--- src/rtl/ka_pkg.sv ---
// Shared types and helpers for the sequential Karatsuba GF(2) multiplier.
package ka_pkg;

   typedef enum logic [2:0] {
      IDLE    = 3'd0,
      MUL_LO  = 3'd1,
      MUL_HI  = 3'd2,
      MUL_MID = 3'd3,
      DONE    = 3'd4
   } ka_state_t;

   function automatic int half_w(input int n);
      return (n + 1) / 2;
   endfunction

endpackage

--- src/rtl/gf2_mul_comb.sv ---
// Purely combinational W x W carry-less multiplier (XOR of AND partial products).
module gf2_mul_comb #(
   parameter int W = 7
) (
   input  logic [W-1:0]   x,
   input  logic [W-1:0]   z,
   output logic [2*W-2:0] p
);

   always_comb begin
      p = '0;
      for (int i = 0; i < W; i++) begin
         if (z[i]) p = p ^ ((2*W-1)'(x) << i);
      end
   end

endmodule

--- src/rtl/ka_seq_gf2_mul.sv ---
// Resource-shared Karatsuba GF(2) multiplier: three half-width sub-products on one
// combinational multiplier, one per cycle, then the Karatsuba overlap recombination.
module ka_seq_gf2_mul
   import ka_pkg::*;
#(
   parameter int N = 13
) (
   input  logic           clk,
   input  logic           rst,
   input  logic           in_valid,
   output logic           in_ready,
   input  logic [N-1:0]   a,
   input  logic [N-1:0]   b,
   output logic           out_valid,
   input  logic           out_ready,
   output logic [2*N-2:0] y
);

   localparam int H  = half_w(N);
   localparam int PW = 2*H - 1;
   localparam int YW = 2*N - 1;

   ka_state_t      state_q, state_d;
   logic [N-1:0]   a_q, a_d, b_q, b_d;
   logic [PW-1:0]  p_lo_q, p_lo_d, p_hi_q, p_hi_d;
   logic [YW-1:0]  y_q, y_d;
   logic           ov_q, ov_d;

   logic [H-1:0]   a_lo, a_hi, b_lo, b_hi;
   logic [H-1:0]   mx, mz;
   logic [PW-1:0]  p_mul;
   logic [YW-1:0]  y_rec;

   // High half is zero-extended when N is odd.
   assign a_lo = a_q[H-1:0];
   assign b_lo = b_q[H-1:0];
   assign a_hi = H'(a_q[N-1:H]);
   assign b_hi = H'(b_q[N-1:H]);

   always_comb begin
      mx = a_lo;
      mz = b_lo;
      case (state_q)
         MUL_HI: begin
            mx = a_hi;
            mz = b_hi;
         end
         MUL_MID: begin
            mx = a_lo ^ a_hi;
            mz = b_lo ^ b_hi;
         end
         default: ;
      endcase
   end

   gf2_mul_comb #(.W(H)) u_mul (
      .x (mx),
      .z (mz),
      .p (p_mul)
   );

   // Valid only in MUL_MID, where p_mul carries p_mid; upper product bits are zero.
   assign y_rec = YW'(p_lo_q)
                ^ (YW'(p_lo_q ^ p_hi_q ^ p_mul) << H)
                ^ (YW'(p_hi_q) << (2*H));

   always_comb begin
      state_d = state_q;
      a_d     = a_q;
      b_d     = b_q;
      p_lo_d  = p_lo_q;
      p_hi_d  = p_hi_q;
      y_d     = y_q;
      ov_d    = ov_q;
      case (state_q)
         IDLE: begin
            if (in_valid) begin
               a_d     = a;
               b_d     = b;
               state_d = MUL_LO;
            end
         end
         MUL_LO: begin
            p_lo_d  = p_mul;
            state_d = MUL_HI;
         end
         MUL_HI: begin
            p_hi_d  = p_mul;
            state_d = MUL_MID;
         end
         MUL_MID: begin
            y_d     = y_rec;
            ov_d    = 1'b1;
            state_d = DONE;
         end
         DONE: begin
            if (out_ready) begin
               ov_d    = 1'b0;
               state_d = IDLE;
            end
         end
         default: state_d = IDLE;
      endcase
   end

   always_ff @(posedge clk) begin
      if (rst) begin
         state_q <= IDLE;
         a_q     <= '0;
         b_q     <= '0;
         p_lo_q  <= '0;
         p_hi_q  <= '0;
         y_q     <= '0;
         ov_q    <= 1'b0;
      end else begin
         state_q <= state_d;
         a_q     <= a_d;
         b_q     <= b_d;
         p_lo_q  <= p_lo_d;
         p_hi_q  <= p_hi_d;
         y_q     <= y_d;
         ov_q    <= ov_d;
      end
   end

   assign in_ready  = (state_q == IDLE);
   assign out_valid = ov_q;
   assign y         = y_q;

endmodule

--- config.mk ---
export PLATFORM = sky130hd
export DESIGN_NAME = ka_seq_gf2_mul
export DESIGN_NICKNAME = d
export VERILOG_FILES = /design/src/rtl/ka_pkg.sv /design/src/rtl/gf2_mul_comb.sv /design/src/rtl/ka_seq_gf2_mul.sv
export SDC_FILE = /design/constraint.sdc
export NUM_CORES = 1
export LEC_CHECK = 0
export CAP_MARGIN = 20
export CORE_AREA = 2 2 95 97
export CTS_CLUSTER_DIAMETER = 200
export CTS_CLUSTER_SIZE = 16
export DETAILED_ROUTE_END_ITERATION = 10
export DIE_AREA = 0 0 97 99
export PLACE_DENSITY = 0.79
export SLEW_MARGIN = 30
export SYNTH_ARGS = -nofsm -noshare
export SYNTH_HDL_FRONTEND = slang
export SYNTH_SLANG_ARGS = --single-unit
--- constraint.sdc ---
create_clock -name clk -period 2.7 [get_ports clk]
set_input_delay 0.405 -clock clk [delete_from_list [all_inputs] [get_ports clk]]
set_output_delay 0.405 -clock clk [all_outputs]
set_load 0.02 [all_outputs]
==> Implementation_results.wiki, run 1 <==
{| class="wikitable"
! Metric !! Value
|-
| Number of top-level pins || 57
|-
| CTS Buffer Depth || 2
|-
| Instance count of the mapped netlist || 531
|-
| Total nets after synthesis || 561
|-
| Die Footprint || 9603 um2
|-
| Routed via count || 3690
|-
| Post-synthesis share of cell area spent on full adders, half adders and majority gates || 0%
|-
| Worst path depth || 9
|-
| Kind of path behind the tightest hold check || register to register
|-
| Post-synth top area cell || sky130_fd_sc_hd__dfxtp_1
|-
| Post-route clock period utilization || 93.10%
|-
| Peak ir drop on the vdd network || 0.2881 mV
|-
| Mux cell area share after synthesis || 0.2368%
|-
| Ys async rst share || 0%
|-
| GRT met2 Usage || 35.36%
|-
| Vias in the first global route || 3535
|-
| Min cycle time layout || 2.514 ns
|-
| Number of rows created at floorplan || 34
|-
| Clock tree from TritonCTS || yes
|-
| Vias per inst || 5.340
|-
| CTS Buf Count || 9
|-
| R2R Path End || y[12]
|-
| Clock Tree Root || sky130_fd_sc_hd__clkbuf_8
|-
| Unrepaired setup endpoints after global routing || no
|-
| Antenna-violating nets left || 0
|-
| Total of flip-flops plus latches after synthesis || 81
|-
| Clock-pin transition on the worst setup and hold timing paths || 0.09 ns
|-
| Maximum number of pins on one net before global-route repair || 30
|-
| Synth unique cells || 49
|-
| Level count of the clock H-tree || 3
|-
| Initial Util || 49.44%
|-
| Peak per-stage delay on the critical path || 0.44 ns
|-
| Count of max-cap constraint violations || 0
|-
| Critical Path End Type || register
|-
| Post-route core utilization || 59.42%
|-
| Worst hold path depth || 2
|-
| Share of the synthesized area in compound gates (AO/OA/AOI/OAI) || 16.37%
|-
| Count of TritonRoute iterations in the first routing pass || 5
|-
| Die extent in y || 99 um
|-
| Hold EP || y[16]
|-
| Worst clock skew on the final layout || 0.01009 ns
|-
| Most numerous cell on the critical path || sky130_fd_sc_hd__xnor2_1
|-
| Post-cts hold buffer count || 0
|-
| Type of the setup path with the least slack || register to register
|-
| Count of input and output buffers || 56
|-
| Share of layout cells above drive strength 1 || 9.949%
|-
| Count of final max-slew check failures || 0
|-
| RePlAce Congestion || 0.9310
|-
| Pleak || 1.809 nW
|-
| Worst path arrival time || 2.81 ns
|-
| Cell with the biggest individual delay on the critical path || sky130_fd_sc_hd__xnor3_2
|-
| ANT cells || 0
|-
| Leading cell types in the layout, fill and taps excluded || 141 x sky130_fd_sc_hd__nand2_1, 78 x sky130_fd_sc_hd__dfxtp_1, 61 x sky130_fd_sc_hd__a21oi_1
|-
| Area of the mapped netlist || 4228 um2
|-
| Max transition margin || 46.61%
|-
| Die width || 97 um
|-
| Maximum frequency from static timing analysis || 397.8 MHz
|-
| Leading cell type in the layout, fill and taps excluded || sky130_fd_sc_hd__nand2_1
|-
| Number of cells traversed by the worst register-to-register path || 9
|-
| Least-Margin Pin Slew || 0.7989 ns
|-
| Reg-to-reg critical path startpoint || state_q[1]
|-
| Ordered list of cells on the worst path || nor2b_2 -> buf_4 -> o22ai_1 -> nor2_1 -> nand2_1 -> xnor2_1 -> xnor3_2 -> xnor2_1 -> a211oi_2
|-
| Xor and xnor area share after synthesis || 16.25%
|-
| Post-Route WL || 9441 um
|-
| Setup slack on the worst flop-to-flop path || 0.19 ns
|-
| Launching element of the worst setup path || state_q[1]
|-
| Nets@finish || 608
|-
| Number of enable-type register cells in the synthesized netlist || 0
|-
| Avg Inst Size Synth || 7.962 um2
|-
| Main combinational cell family by area after synthesis || simple AND/OR/NAND/NOR gates
|-
| Cell family with the largest share of critical-path delay || XOR/XNOR gates
|-
| Power density normalized to cell area || 566.2 nW/um2
|-
| Simple-gate portion of the synthesized area || 23.94%
|-
| Overflow after GRT || 0
|-
| Initial antenna violation count || 0
|-
| Final total negative setup slack || 0 ns
|-
| Clock net sink count || 81
|-
| Most utilized layer in the global route result || met2
|-
| Finish-stage setup viols || 0
|-
| Largest cells by area after synthesis || sky130_fd_sc_hd__dfxtp_1 38%, sky130_fd_sc_hd__nand2_1 13%, sky130_fd_sc_hd__xnor2_1 7.5%, sky130_fd_sc_hd__a21oi_1 7.2%, sky130_fd_sc_hd__xor2_1 3.3%
|-
| Core Region || 8551 um2
|-
| Startpoint kind of the worst setup timing path || register
|-
| Worst-path fanout max || 19
|-
| Clock insertion delay at the later pin of the skew report || 0.36 ns
|-
| Worst Min Path Start || y[16]
|-
| Global-route track usage on met3 || 3.475%
|-
| DRC marker count from the first detailed-route iteration || 191
|-
| Placed wire-length estimate || 6699 um
|-
| Proportion of synthesized chip area in sequential cells || 38.35%
|-
| Average wire per standard cell || 13.66 um
|-
| Global-route met1 utilization || 25.45%
|-
| Top flip-flop cell by instance count after synthesis || sky130_fd_sc_hd__dfxtp_1
|-
| Buffering stage count on the worst path with inverters included || 1
|-
| Result of the run || finished, final reports clean
|-
| Top-area cell type share of the netlist area || 38.35%
|-
| Global-route wire length before repair || 16130 um
|-
| Warning count from the yosys run || 0
|-
| Number of remaining DRC errors || 0
|-
| GR Util All Layers || 20.41%
|-
| Endpoint required time on the critical path || 2.99 ns
|-
| Number of hold violations in the final report || 0
|-
| Signed area change from the synthesized netlist to the final layout || 20.18%
|}
-- power breakdown --
part,internal [mW],switching (mW),leakage (nW)
clock network,0.466,0.487,0.109
registers,1.26,0.0702,0.660
logic,0.261,0.332,1.04
total,1.99,0.889,1.81
-- kinds of logic (layout without fill, tap and decap cells) --
kind of cell / Yosys count / after routing
AO/OA/AOI/OAI: 114 / 114
XOR/XNOR: 63 / 63
buffers and inverters: 42 / 94
flip-flops: 81 / 81
multiplexers: 1 / 1
AND/OR/NAND/NOR: 230 / 230
-- registers in the layout, summed over array words and instances, names as in the netlist --
name,cells
out_valid,1
p_hi_q,13
state_q,3
b_q,13
y,25
a_q,13
p_lo_q,13
-- worst reg2reg max path, stage by stage (launching register included) --
cell	delay (ns)
sky130_fd_sc_hd__dfxtp_2	0.39
sky130_fd_sc_hd__nor2b_2	0.18
sky130_fd_sc_hd__buf_4	0.25
sky130_fd_sc_hd__o22ai_1	0.12
sky130_fd_sc_hd__nor2_1	0.32
sky130_fd_sc_hd__nand2_1	0.14
sky130_fd_sc_hd__xnor2_1	0.25
sky130_fd_sc_hd__xnor3_2	0.44
sky130_fd_sc_hd__xnor2_1	0.16
sky130_fd_sc_hd__a211oi_2	0.20
-- final cells by class --
class                      count  area, um2
inverter                       5      18.77
multi-input combinational    408       2409
clock buffer                  10      137.6
fill                         744       3470
clock inverter                 6      72.57
timing repair buffer          73      683.2
tap                          108      135.1
sequential                    81       1625
-- cells in the mapped netlist, drive strengths merged, types with 2 or more instances --
| cell | count |
|---|---|
| nor2b | 5 |
| nor2 | 37 |
| a21oi | 65 |
| o21ai | 13 |
| or2 | 4 |
| a211o | 2 |
| o31ai | 4 |
| xnor3 | 8 |
| clkbuf | 22 |
| and2 | 3 |
| inv | 5 |
| xor2 | 17 |
| a21o | 3 |
| nand2b | 7 |
| o22ai | 2 |
| nand3 | 8 |
| nand2 | 143 |
| xnor2 | 38 |
| dfxtp | 81 |
| a211oi | 19 |
| buf | 15 |
| nor3b | 3 |
| nor3 | 8 |
| nand4b | 2 |
| nand3b | 5 |
| or3b | 2 |
| a21boi | 4 |
-- worst max path at each step --
stage	endpoint	slack, ns
6_report	y[12]	0.19
3_5_place_dp	y[15]	0.11
5_1_grt	y[15]	0.08
3_3_place_gp	y[15]	0.21
4_1_cts	y[15]	0.09
2_1_floorplan	a_q[0]	0.38
-- per-stage QoR --
stage	cell area [um2]	instances	hold WS [ns]	setup slack, ns	total power, mW
global route	5081	691	0.4788	0.08147	3.007
finish	5081	691	0.4566	0.1862	2.877
floorplan	4228	531	0.4442	0.3761	1.778
detailed placement	4845	673	0.4468	0.1086	1.939
CTS	5055	689	0.4597	0.08830	2.880
global placement	4845	673	0.4426	0.2090	1.923
-- metal layers --
metal	wire, um	up-vias
li1	-	1851
met1	4202	1702
met2	4598	112
met3	429	25
met4	210	0
met5	0	-
-- repair_timing --
action	4_1_cts	5_1_grt
setup endpoints to repair	0	3
buffers inserted	0	2
resized for setup	0	4
No activity file was read; power rests on OpenSTA's default activity.
==> run 2, diff against run 1 <==
--- a/constraint.sdc
+++ b/constraint.sdc
@@ -3,2 +3,2 @@
 set_output_delay 0.405 -clock clk [all_outputs]
-set_load 0.02 [all_outputs]
+set_load 0.1 [all_outputs]
==> run 2 against run 1 <==
- maximum frequency up 3.1%
- setup slack improved by 0.076 ns
- largest power group unchanged
- global-route usage increased by 0.22 points
- critical path depth stayed put
- count of clock-buffer cells in the layout decreased by 1
- critical path type unchanged
- die area stayed put
- register-to-register slack improved by 0.08 ns
==> Implementation_results.wiki, run 2 (synthesized netlist as in run 1, its figures left out) <==
{| class="wikitable"
! Metric !! Value
|-
| Critical Path End Type || register
|-
| Worst clock skew on the final layout || 0.009999 ns
|-
| Nets@finish || 607
|-
| Result of the run || finished, final reports clean
|-
| Peak ir drop on the vdd network || 0.3986 mV
|-
| Type of the setup path with the least slack || register to register
|-
| Final total negative setup slack || 0 ns
|-
| CTS Buf Count || 9
|-
| Maximum frequency from static timing analysis || 410.2 MHz
|-
| Worst-path fanout max || 19
|-
| Placed Instance Area || 4821 um2
|-
| Post-cts hold buffer count || 0
|-
| Number of hold violations in the final report || 0
|-
| Clock insertion delay at the later pin of the skew report || 0.36 ns
|-
| Clock net sink count || 81
|-
| Core Region || 8551 um2
|-
| GR Util All Layers || 20.63%
|-
| Routed via count || 3639
|-
| Share of layout cells above drive strength 1 || 14.29%
|-
| Die extent in y || 99 um
|-
| Startpoint kind of the worst setup timing path || register
|-
| Clock Tree Root || sky130_fd_sc_hd__clkbuf_8
|-
| Count of final max-slew check failures || 0
|-
| ANT cells || 0
|-
| Worst Min Path Start || y[5]
|-
| Vias in the first global route || 3471
|-
| Vias per inst || 5.282
|-
| Post-route clock period utilization || 90.29%
|-
| Die width || 97 um
|-
| Number of remaining DRC errors || 0
|-
| Number of rows created at floorplan || 34
|-
| Unrepaired setup endpoints after global routing || no
|-
| RePlAce Congestion || 0.9013
|-
| Die Footprint || 9603 um2
|-
| Kind of path behind the tightest hold check || register to register
|-
| Placed wire-length estimate || 6902 um
|-
| Number of top-level pins || 57
|-
| Initial Util || 49.44%
|-
| Filler instances || 735
|-
| Least-Margin Pin Slew || 0.8115 ns
|-
| Post-Route WL || 9741 um
|-
| Endpoint required time on the critical path || 2.93 ns
|-
| Launching element of the worst setup path || state_q[2]
|-
| Worst path arrival time || 2.67 ns
|-
| Initial antenna violation count || 0
|-
| Max transition margin || 45.77%
|-
| CTS Buffer Depth || 2
|-
| Finish-stage setup viols || 0
|-
| Average wire per standard cell || 14.14 um
|-
| Multi-input logic area || 2420 um2
|-
| Min cycle time layout || 2.438 ns
|-
| Cell family with the largest share of critical-path delay || XOR/XNOR gates
|-
| Sequential Area || 1624 um2
|-
| DRC marker count from the first detailed-route iteration || 165
|-
| Leading cell types in the layout, fill and taps excluded || 141 x sky130_fd_sc_hd__nand2_1, 79 x sky130_fd_sc_hd__dfxtp_1, 61 x sky130_fd_sc_hd__a21oi_1
|-
| Clock tree from TritonCTS || yes
|-
| Post-route cell area || 5070 um2
|-
| Signed area change from the synthesized netlist to the final layout || 19.92%
|-
| Leading cell type in the layout, fill and taps excluded || sky130_fd_sc_hd__nand2_1
|-
| Reg-to-reg critical path startpoint || state_q[2]
|-
| Maximum number of pins on one net before global-route repair || 42
|-
| Ordered list of cells on the worst path || nor2b_2 -> buf_12 -> nand4b_1 -> a21boi_1 -> xor2_1 -> xnor3_1 -> xnor3_1 -> o21ai_1 -> nor2b_1
|-
| Power density normalized to cell area || 608.8 nW/um2
|-
| Pleak || 1.877 nW
|-
| Antenna-violating nets left || 0
|-
| Count of TritonRoute iterations in the first routing pass || 4
|-
| Level count of the clock H-tree || 3
|-
| Hold slack || 0.4603 ns
|-
| Peak per-stage delay on the critical path || 0.47 ns
|-
| Clock-pin transition on the worst setup and hold timing paths || 0.08 ns
|-
| Global-route wire length before repair || 16130 um
|-
| Cell with the biggest individual delay on the critical path || sky130_fd_sc_hd__xnor3_1
|-
| Most numerous cell on the critical path || sky130_fd_sc_hd__xnor3_1
|-
| Flip-flop count of the largest register after layout || 25
|-
| Count of max-cap constraint violations || 0
|-
| Overflow after GRT || 0
|-
| Buffering stage count on the worst path with inverters included || 1
|-
| Count of input and output buffers || 56
|}
==> run 2: cell types whose count changed in the layout (fill, tap and decap cells not counted), sizes merged <==
cell and delta:
buf +26, inv -1, clkinvlp +1, clkdlybuf4s50 -27, clkbuf -1, clkinv -2
bufinv +2
==> run 2: path summary, 6_finish.rpt <==
kind	to	slack, ns	cells past startpoint
max reg2reg	y[14]	0.26	9
min	y[5]	0.46	2
min reg2reg	y[5]	0.46	2
max	y[14]	0.26	9
==> run 2: what timing repair did <==
action / in CTS / in global routing
gates resized for setup: 0 / 3
endpoints found under the hold margin: 0 / 0
setup endpoints to repair: 0 / 2
setup buffers: 0 / 0
==> run 2: area by class of cell <==
cell class,instances,share of cell area (%)
sequential,81,32.03
timing repair buffer,72,12.49
multi-input combinational,408,47.73
clock inverter,6,2.270
tap,108,2.665
clock buffer,9,2.443
inverter,5,0.3702
==> run 2: metal layers <==
| metal | wire length, um | global-route usage (%) |
|---|---|---|
| met1 | 4311 | 25.50 |
| met2 | 4868 | 36.11 |
| met3 | 395 | 3.617 |
| met4 | 165 | 7.692 |
| met5 | 0 | 0 |
==> run 2: report_power, final <==
group | switching [mW] | leakage (nW) | internal [mW]
clock network | 0.470 | 0.116 | 0.616
registers | 0.0671 | 0.659 | 1.26
logic | 0.407 | 1.10 | 0.266
total | 0.944 | 1.88 | 2.14
==> run 2: metrics by stage <==
| step | worst slack [ns] | power [mW] | utilization [%] | cells |
|---|---|---|---|---|
| 2_1_floorplan | 0.1073 | 1.851 | - | 531 |
| 3_3_place_gp | 0.2220 | 2.006 | 56.38 | 674 |
| 3_5_place_dp | 0.1952 | 2.022 | 56.38 | 674 |
| 4_1_cts | 0.1336 | 3.101 | 59.17 | 689 |
| 5_1_grt | 0.1027 | 3.220 | 59.29 | 689 |
| 6_report | 0.2621 | 3.087 | 59.29 | 689 |
==> run 2: tightest hold or removal path: cells and delay by family (launching register included) <==
kind | cells | cell delay (ns)
AO/OA/AOI/OAI | 1 | 0.05
AND/OR/NAND/NOR | 1 | 0.05
flip-flops | 1 | 0.32
==> patch: new RTL, settings of run 1 <==
The parameter `N` goes from 13 to 15.
--- a/src/rtl/ka_seq_gf2_mul.sv
+++ b/src/rtl/ka_seq_gf2_mul.sv
@@ -4,5 +4,5 @@
    import ka_pkg::*;
 #(
-   parameter int N = 13
+   parameter int N = 15
 ) (
    input  logic           clk,
Ports: changed (resized a, b and y); port bits go from 57 to 65. No check against the original RTL was run, so the function may have changed too.
==> patch against run 1 <==
Via count rose by 26%; sequential cell count is 12 higher; clock power increased by 6%; wire length up 41%; design area grew 18%; count of clock-buffer cells in the layout rose by 1; total power up 15%; sequential share of layout area is 0.95 points lower; area after synthesis up 18%; worst setup slack improved by 0.011 ns.
==> patch: results (changes against run 1) <==
Power
  – Max VDD drop: 0.3130 mV (+8.7%)
  – PwrDens: 553.0 nW/um^2 (-2.3%)
  – Pleak: 2.057 nW (+14%)

Clock tree
  – Clock sinks: 93 (+15%)
  – Worst skew pair latency: 0.38 ns (+0.02 ns)
  – Clock Path Buffers: 2 (unchanged)

Routing
  – Vias/cell: 5.718 (+7.1%)
  – Wire length per cell: 16.39 um (+20%)
  – DRT Pass-1 Iters: 4 (-1)
  – Starting DRC count in detailed routing: 247 (+29%)

Layout
  – Clock Buffer Count: 11 (+1)
  – Non-clock buffer instance count of the final layout: 94 (+29%)
  – Multi-input gate count: 500 (+23%)
  – Fin cells: 812 (+18%)
  – Clock buf/inv share: 0.03630 (-0.005074)
  – Proportion of cell area occupied by registers: 0.3104 (-0.009484)
  – Fillers: 713 (-4.2%)
  – Non-clock buffers, area share: 0.1477 (+0.01324)
  – Share of cells above drive strength 1: 0.09233 (-0.007156)
  – Area occupied by multi-input gates: 2894 um^2 (+20%)

Synthesis
  – Synth top cells by count: 174 x nand2_1, 93 x dfxtp_1, 88 x a21oi_1
  – Post-synthesis sequential area ratio: 0.3746 (-0.008923)
  – Complex-gate fraction of the synthesized area: 0.2364 (+0.07275)
  – Mean Syn Cell Area: 7.777 um^2 (-2.3%)
  – Post-synth net total: 673 (+20%)
  – Synth cell types: 35 (-29%)
  – Xor and xnor fraction of the mapped netlist area: 0.1390 (-0.02350)
  – Multiplexer share of the synthesized area: 0 (-0.002368)
  – Ranking of synthesized cells by area: dfxtp_1 37%, nand2_1 13%, a21oi_1 8.9%

Outcome
  – Status: complete, no violations

Critical path
  – Max incr delay on CP: 0.38 ns (-0.06 ns)
  – Worst-path fanout max: 11 (-8)
  – Crit path max-delay family: compound AO/OA/AOI/OAI gates
  – Worst path slowest cell: or3_1
  – CP arrival: 2.80 ns (about the same)

Place
  – GPL Wtd Cong: 0.9352 (+0.45%)
  – Placed cell count: 791 (+18%)
  – DP Worst Slack: 0.2252 ns (+0.1166 ns)
  – Dpl cell area: 5738 um^2 (+18%)
  – Post-DP HPWL: 9.544 mm (+42%)

GRT
  – Largest net degree at the start of global routing: 51 (+70%)

STA
  – Worst-Margin Slew: 0.8716 ns (+0.07275 ns)
  – Worst Skew: 0.01716 ns (+0.007066 ns)
==> patch: cell count changes after synthesis, moves of 10 or more <==
cell / change
a21oi_1: +27
o21ai_0: +19
dfxtp_1: +12
nand3_1: +17
o21ai_1: -10
xnor2_1: +10
a211oi_1: +11
nand2_1: +33
nor2_1: -10
o211ai_1: +17
==> patch: worst paths after layout <==
check                             end  slack [ns]
worst max-delay path            y[14]        0.20
worst min-delay path             y[9]        0.45
worst max register to register  y[14]        0.20
worst min register to register   y[9]        0.45
==> patch: power by group <==
group          switching [mW]  internal (mW)
sequential             0.0663           1.45
clock                   0.523          0.490
combinational           0.461          0.328
total                    1.05           2.27
==> patch: per-layer routing <==
layer  vias to the layer above  share of wire  GRT usage
met3                        31          0.044    0.05106
met4                         0          0.026     0.1192
met2                       115           0.48     0.4760
met5                         -              0          0
li1                       2308              -          -
met1                      2189           0.45     0.3598
==> patch: what timing repair did <==
item | CTS | global route
endpoints found under the setup margin | 0 | 4
buffers inserted | 0 | 5
gates resized for setup | 0 | 1
